===== src/rtl/ghist_ram_pkg.sv =====
// Shared parameters and elaboration helpers for the ghist_ram_1r1w history RAM.
// Holds the address-width function, parameter limits and the legality check.
package ghist_ram_pkg;

    localparam int RD_LATENCY_MIN = 1;
    localparam int RD_LATENCY_MAX = 2;
    localparam int DEPTH_MIN      = 2;
    localparam int DEPTH_MAX      = 1024;
    localparam int WIDTH_MIN      = 1;
    localparam int WIDTH_MAX      = 256;

    // Address width never drops below one bit, even for tiny depths.
    function automatic int addr_width(input int depth);
        int w;
        w = $clog2(depth);
        return (w < 1) ? 1 : w;
    endfunction

    function automatic bit params_legal(input int depth, input int width,
                                        input int mask_gran, input int rd_latency);
        return (depth >= DEPTH_MIN) && (depth <= DEPTH_MAX) &&
               (width >= WIDTH_MIN) && (width <= WIDTH_MAX) &&
               (mask_gran >= 1) && (mask_gran <= width) &&
               ((width % mask_gran) == 0) &&
               (rd_latency >= RD_LATENCY_MIN) && (rd_latency <= RD_LATENCY_MAX);
    endfunction

endpackage


===== src/rtl/ghist_ram_1r1w.sv =====
// One-read/one-write history RAM with per-entry valid bits, lane write masks,
// write-first same-address bypass and a 1- or 2-cycle registered read path.
module ghist_ram_1r1w
    import ghist_ram_pkg::*;
#(
    parameter  int DEPTH      = 40,
    parameter  int WIDTH      = 5,
    parameter  int MASK_GRAN  = 1,
    parameter  int RD_LATENCY = 1,
    localparam int AW         = addr_width(DEPTH),
    localparam int MW         = WIDTH / MASK_GRAN
) (
    input  logic             clock,
    input  logic             reset_n,
    input  logic [AW-1:0]    R0_addr,
    input  logic             R0_en,
    output logic [WIDTH-1:0] R0_data,
    output logic             R0_valid,
    input  logic [AW-1:0]    W0_addr,
    input  logic             W0_en,
    input  logic [WIDTH-1:0] W0_data,
    input  logic [MW-1:0]    W0_mask
);

    if (!params_legal(DEPTH, WIDTH, MASK_GRAN, RD_LATENCY)) begin : g_param_check
        $error("ghist_ram_1r1w: illegal parameter combination");
    end

    localparam logic [AW:0] DEPTH_LIM = (AW + 1)'(DEPTH);

    logic [WIDTH-1:0] r_mem [DEPTH];
    logic [DEPTH-1:0] r_valid;
    logic [WIDTH-1:0] r_data;
    logic             r_out_valid;

    logic             w_wr_fire;
    logic             w_rd_in_range;
    logic             w_rd_stored_valid;
    logic             w_rd_hit;
    logic [WIDTH-1:0] w_rd_stored;
    logic [WIDTH-1:0] w_rd_data;
    logic             w_rd_valid;

    // Out-of-range and all-lanes-masked writes are dropped before touching state.
    assign w_wr_fire         = reset_n & W0_en & (|W0_mask) & ({1'b0, W0_addr} < DEPTH_LIM);
    assign w_rd_in_range     = {1'b0, R0_addr} < DEPTH_LIM;
    assign w_rd_stored_valid = w_rd_in_range && r_valid[R0_addr];
    assign w_rd_stored       = w_rd_stored_valid ? r_mem[R0_addr] : '0;
    assign w_rd_hit          = w_wr_fire && (R0_addr == W0_addr);
    assign w_rd_valid        = w_rd_stored_valid | w_rd_hit;

    // NOTE: default first so every path assigns w_rd_data and no latch is inferred.
    always_comb begin
        w_rd_data = w_rd_stored;
        if (w_rd_hit) begin
            for (int i = 0; i < MW; i++) begin
                if (W0_mask[i]) begin
                    w_rd_data[i*MASK_GRAN +: MASK_GRAN] = W0_data[i*MASK_GRAN +: MASK_GRAN];
                end
            end
        end
    end

    // NOTE: storage has no reset; the valid vector hides stale contents instead.
    always_ff @(posedge clock) begin
        if (w_wr_fire) begin
            for (int i = 0; i < MW; i++) begin
                if (W0_mask[i]) begin
                    r_mem[W0_addr][i*MASK_GRAN +: MASK_GRAN] <= W0_data[i*MASK_GRAN +: MASK_GRAN];
                end else if (!r_valid[W0_addr]) begin
                    r_mem[W0_addr][i*MASK_GRAN +: MASK_GRAN] <= '0;
                end
            end
        end
    end

    always_ff @(posedge clock) begin
        if (!reset_n) begin
            r_valid <= '0;
        end else if (w_wr_fire) begin
            r_valid[W0_addr] <= 1'b1;
        end
    end

    if (RD_LATENCY == 2) begin : g_lat2
        logic             r_s1_en;
        logic [WIDTH-1:0] r_s1_data;
        logic             r_s1_valid;

        // Each stage only loads when its own enable is set, so holes hold data.
        always_ff @(posedge clock) begin
            if (!reset_n) begin
                r_s1_en     <= 1'b0;
                r_s1_data   <= '0;
                r_s1_valid  <= 1'b0;
                r_data      <= '0;
                r_out_valid <= 1'b0;
            end else begin
                r_s1_en <= R0_en;
                if (R0_en) begin
                    r_s1_data  <= w_rd_data;
                    r_s1_valid <= w_rd_valid;
                end
                if (r_s1_en) begin
                    r_data      <= r_s1_data;
                    r_out_valid <= r_s1_valid;
                end
            end
        end
    end else begin : g_lat1
        always_ff @(posedge clock) begin
            if (!reset_n) begin
                r_data      <= '0;
                r_out_valid <= 1'b0;
            end else if (R0_en) begin
                r_data      <= w_rd_data;
                r_out_valid <= w_rd_valid;
            end
        end
    end

    assign R0_data  = r_data;
    assign R0_valid = r_out_valid;

endmodule


===== config.mk =====
export PLATFORM = sky130hd
export DESIGN_NAME = ghist_ram_1r1w
export DESIGN_NICKNAME = d
export VERILOG_FILES = /design/src/rtl/ghist_ram_pkg.sv /design/src/rtl/ghist_ram_1r1w.sv
export SDC_FILE = /design/constraint.sdc
export NUM_CORES = 1
export LEC_CHECK = 0
export ABC_AREA = 1
export BUFFER_PORTS_ARGS = -buffer_cell sky130_fd_sc_hd__buf_2
export CELL_PAD_IN_SITES_DETAIL_PLACEMENT = 1
export CELL_PAD_IN_SITES_GLOBAL_PLACEMENT = 1
export CORE_ASPECT_RATIO = 1.75
export CORE_MARGIN = 8
export CORE_UTILIZATION = 30
export DETAILED_ROUTE_END_ITERATION = 6
export PLACE_DENSITY_LB_ADDON = 0.12
export RECOVER_POWER = 100
export SETUP_SLACK_MARGIN = 0.4
export SKIP_LAST_GASP = 1
export SLEW_MARGIN = 20
export SYNTH_ARGS = -nofsm -noshare
export SYNTH_HDL_FRONTEND = slang
export SYNTH_SLANG_ARGS = --single-unit

===== constraint.sdc =====
create_clock -name clock -period 2.3 [get_ports clock]
set_clock_uncertainty 0.05 [all_clocks]
set_input_delay 0.46 -clock clock [delete_from_list [all_inputs] [get_ports clock]]
set_output_delay 0.46 -clock clock [all_outputs]
set_load 0.03 [all_outputs]

=== Word-level counts from Yosys, hierarchy flattened ===
Memory sizes are Yosys's and may differ from the RTL's.
Index checks and enable logic that the tools add are counted.

* Flip-flop bits (word level): 46
* RAM bits: 200
* Output and inout port bits: 6
* Logic and storage cells: 73
* Memories: 1

{| class="wikitable"
|+ Memory list
! name !! words !! width !! read ports !! clocked after memory_dff !! write ports !! RTL line !! RTL
|-
| r_mem || 40 || 5 || 1 || 0 || 1 || ghist_ram_1r1w.sv:31 || <nowiki>logic [WIDTH-1:0] r_mem [DEPTH];</nowiki>
|}

* Magnitude comparators: 5
* Equality and inequality tests: 1
* Mux-type cells: 49
* Bitwise logic cells: 10
* Reductions and logical operators: 4

{| class="wikitable"
|+ Operators by type and width
! kind !! count
|-
| 1-bit two-way mux || 44
|-
| 40-bit bitwise OR || 1
|-
| 6-bit by 7-bit < comparator with 1-bit output (second input constant) || 2
|-
| 1-bit binary-select mux with 6-bit select || 2
|-
| 6-bit < comparator (second input constant) || 2
|-
| 5-bit two-way mux || 2
|-
| 1-bit demux with 6-bit select || 1
|-
| 6-bit == test || 1
|-
| 6-bit by 1-bit greater-or-equal comparator with 1-bit output (second input constant) || 1
|-
| 1-bit bitwise OR || 6
|-
| 5-bit OR reduction || 1
|-
| 1-bit bitwise AND || 3
|-
| 1-bit logical AND || 3
|}

=== Logic depth before layout (Yosys ltp) ===
* Depth after elaboration: 7
* Gate-level depth with buffers: 14
* Depth with buffers taken out: 13

=== Worst setup path before layout ===
Ideal clock, no wire load.

* Path kind: input to register
* Start point: in W0_addr[1]
* End point: mem r_mem[0][0] (data pin)
* Setup time: 0.363 ns
* Data arrival time: 1.770 ns
* Required time: 1.887 ns
* Setup slack: 0.117 ns
* Cell stages on the path: 11
* Cells stage by stage: inv_2 nand3_1 o22ai_1 nor2_1 o211ai_1 o21ai_1 nand2_2 nor2_8 nand2_1 nand2_1 inv_1

* Longest elaborated chain between the ends: 7

{| class="wikitable"
|+ Ends and longest elaborated chain
! element !! RTL line !! RTL
|-
| start: declaration || ghist_ram_1r1w.sv:19 || <nowiki>input logic [AW-1:0] W0_addr,</nowiki>
|-
| 1-bit binary-select mux with 6-bit select || ghist_ram_1r1w.sv:70 || <nowiki>end else if (!r_valid[W0_addr]) begin</nowiki>
|-
| 1-bit two-way mux (implied by the code) || ghist_ram_1r1w.sv:70 ||
|-
| 1-bit two-way mux || ghist_ram_1r1w.sv:70 ||
|-
| 1-bit two-way mux || ghist_ram_1r1w.sv:68 || <nowiki>if (W0_mask[i]) begin</nowiki>
|-
| 1-bit two-way mux * || ghist_ram_1r1w.sv:66 || <nowiki>if (w_wr_fire) begin</nowiki>
|-
| 1-bit two-way mux (implied by the code) * || ghist_ram_1r1w.sv:71 || <nowiki>r_mem[W0_addr][i*MASK_GRAN +: MASK_GRAN] <= '0;</nowiki>
|-
| 1-bit two-way mux (no source line) * || n/a ||
|-
| end: declaration || ghist_ram_1r1w.sv:31 ||
|}

Mark *: on every way between the ends. The rest lies on a longest branch, timed or not. The select of a mux whose other input is x is not followed.

=== Worst setup path after layout ===
* Start point: reg r_valid[33]
* End point: mem r_mem[9][3], enable pin

* Longest elaborated chain between the ends: 7

{| class="wikitable"
|+ Ends and longest elaborated chain
! element !! RTL line !! RTL
|-
| start: declaration || ghist_ram_1r1w.sv:32 || <nowiki>logic [DEPTH-1:0] r_valid;</nowiki>
|-
| start signal: assignment || ghist_ram_1r1w.sv:79 || <nowiki>r_valid <= '0;</nowiki>
|-
| start signal: indexed assignment || ghist_ram_1r1w.sv:81 || <nowiki>r_valid[W0_addr] <= 1'b1;</nowiki>
|-
| 1-bit binary-select mux with 6-bit select || ghist_ram_1r1w.sv:70 ||
|-
| 1-bit two-way mux (implied by the code) || ghist_ram_1r1w.sv:70 ||
|-
| 1-bit two-way mux || ghist_ram_1r1w.sv:70 ||
|-
| 1-bit two-way mux || ghist_ram_1r1w.sv:68 ||
|-
| 1-bit two-way mux || ghist_ram_1r1w.sv:66 ||
|-
| 1-bit two-way mux (implied by the code) || ghist_ram_1r1w.sv:71 ||
|-
| 1-bit bitwise OR (no source line) || n/a ||
|}

Every way passes these cells. The select of a mux whose other input is x is not followed.

==> results_dict.tcl <==
set metrics [dict create \
    port_buffers 31 \
    ctsHoldBuffers 0 \
    end_kind "flop" \
    viasPerCell 5.08 \
    cts.path.max_buffers 3 \
    met2_length_um 25000 \
    wl_met1_um 17200 \
    status "finished clean" \
    die_h_um 275 \
    ys_ff_latch 246 \
    path_max_fanout 6 \
    place_congestion 0.879 \
    gr-total-overflow 0 \
    path_clk_slew_ns 0.07 \
    critPathLaunchType "flop" \
    report.final.slew_viol_count 0 \
    drive_above_1_share_pct 27.8 \
    final_cell_mix "nand2_1, edfxtp_1, nand3_1" \
    syn2layout_area_growth_pct 33.4 \
    hold_class "input pin to flop" \
    htreeDepth 1 \
    grt_pass1_vias 10400 \
    vias 9872 \
    ir_drop_mv 0.538 \
    core_area_um2 38200 \
    dr.first_iter.drc_count 434 \
    fillers 4290 \
    nets 1468 \
    diodes 0 \
    ios 32 \
    synth_ff_type "edfxtp_1" \
    rows 95 \
    top_layer "met4" \
    syn-num-nets 1293 \
    setup_viol 0 \
    routedWlPerCell_um 23.4 \
    synthCells 1267 \
    cts_tree "done" \
    dp.cells 1868 \
    final_common_cell "nand2_1" \
    syn_area_um2 11500 \
    insertion_delay_ns 0.55 \
    period_share_pct 94.9 \
    numCtsBuffers 25 \
    tightest_slew_ns 0.706 \
    die_area_um2 45200 \
    antenna_left 0 \
    synthArstFlopShare_pct 0 \
    firstDrtPassIters 7 \
    max_slew_margin_pct 53.0 \
    hold_violations 0 \
    max_freq_mhz 458 \
    min_period_ns 2.18 \
    grt_start_max_net_pins 43 \
    yosysWarnings 0 \
    antenna_found_initial 0 \
    yosysUniqueCellTypes 32 \
    grt_pass1_wl_um 64600 \
    critPathKind "flop to flop" \
    routed_wl_um 45600 \
    cts_sinks 246 \
    dp_hpwl_um 30600 \
    worstPathRequired_ns 2.50 \
    max-cap-violations 0 \
    cts-root-buf "clkbuf_16" \
    initial_core_util_pct 30.2 \
    postLayoutCoreUtil_pct 40.3 \
    syn_area_per_cell_um2 9.10 \
    worstPathArrival_ns 2.38 \
    synth_edf_count 200 \
    p_per_area_nw_per_um2 631 \
    die_x_um 164 \
    p_total_uw 9700 \
    route.detailed.drc 0 \
    leakagePower_uw 0.00578 \
    grt_usage_pct 19.4 \
    seq_area_frac_synth_pct 60.1 \
    grt_setup_unrepaired "true" \
    instances_no_fill 1945 \
    wl_met3_um 1470 \
]
[final cells by class]
type                    count  area (um^2)  share of cell area (%)
inverters                  73          345                    2.24
flip-flops and latches    246         6940                    45.1
well taps                 485          607                    3.95
clock inverters             9         52.6                   0.342
repair buffers            222         2230                    14.5
multi-input cells         874         4530                    29.4
clock buffers              36          687                    4.47
[Yosys cell counts (all sizes together) (3+ instances only)]
cell | n | area (um^2)
nor3 | 6 | 40.0
inv | 70 | 263
nand4 | 8 | 50.1
a31oi | 4 | 25.0
clkinv | 3 | 11.3
o21ai | 27 | 135
nand2 | 294 | 1110
o22ai | 15 | 93.8
dfxtp | 46 | 921
buf | 45 | 332
nor2 | 246 | 977
nor4 | 4 | 70.1
nand3 | 182 | 916
a21oi | 73 | 365
edfxtp | 200 | 6010
a22oi | 10 | 75.1
clkbuf | 29 | 109
[per-layer routing]
layer	vias to the layer above	global-route usage (%)
met1	4966	21.2
li1	4651	-
met5	-	0
met4	0	7.93
met2	171	37.0
met3	84	1.96
[final timing paths]
kind,from,to,slack [ns],cells past startpoint
setup reg to reg,r_valid[33]$_SDFFE_PN0N_,r_mem[9][3]$_DFFE_PP_,0.12,12
hold reg to reg,R0_data[3]$_SDFFE_PN0P_,R0_data[3]$_SDFFE_PN0P_,0.43,2
setup / recovery,r_valid[33]$_SDFFE_PN0N_,r_mem[9][3]$_DFFE_PP_,0.12,12
hold / removal,reset_n,R0_data[0]$_SDFFE_PN0P_,0.17,3
[metrics by stage]
stage | setup WS [ns] | instance area [um^2] | setup TNS (ns) | hold WS (ns)
CTS | 0.208 | 15200 | 0 | 0.147
global route | 0.0649 | 15400 | 0 | 0.187
detailed placement | -0.481 | 14100 | -148.51 | 0.418
floorplan | 0.120 | 12200 | 0 | 0.393
global placement | -0.491 | 14100 | -141.90 | 0.408
finish | 0.117 | 15400 | 0 | 0.173
[cell families (layout without fill, tap and decap cells)]
kind of cell           after synthesis  count (layout)  share of synthesized area (%)
AND/OR/NAND/NOR                    742             742                           27.5
flip-flops                         246             246                           60.1
buffers and inverters              147             340                           6.20
AO/OA/AOI/OAI                      132             132                           6.23
[sequential cells by signal, summed over array words and instances (netlist names)]
| register | count |
|---|---|
| R0_data | 5 |
| r_valid | 40 |
| R0_valid | 1 |
| r_mem | 200 |
[worst max-delay path, cell delays in order (launching register included)]
cell and delay, ns:
dfxtp_2 0.33, inv_2 0.10, o22ai_1 0.10, nor2_1 0.12, o211ai_1 0.10, o21ai_0 0.21, nand2_2 0.12, nor2_8 0.14
buf_8 0.15, nor2_4 0.06, buf_12 0.14, buf_4 0.15, nor2_1 0.11
[power by group]
part           internal, uW  switching, uW  leakage, uW
Combinational           364            644      0.00325
Sequential             4830           6.57      0.00218
Clock                  2080           1780     0.000363
[repair_timing]
item	CTS	global route
cloned	4	17
buffers inserted	7	4
resized for setup	68	123
endpoints found under the hold margin	0	0
pin swaps	6	19
setup endpoints to repair	400	405
Note: power is estimated with default switching activity, not from simulation.
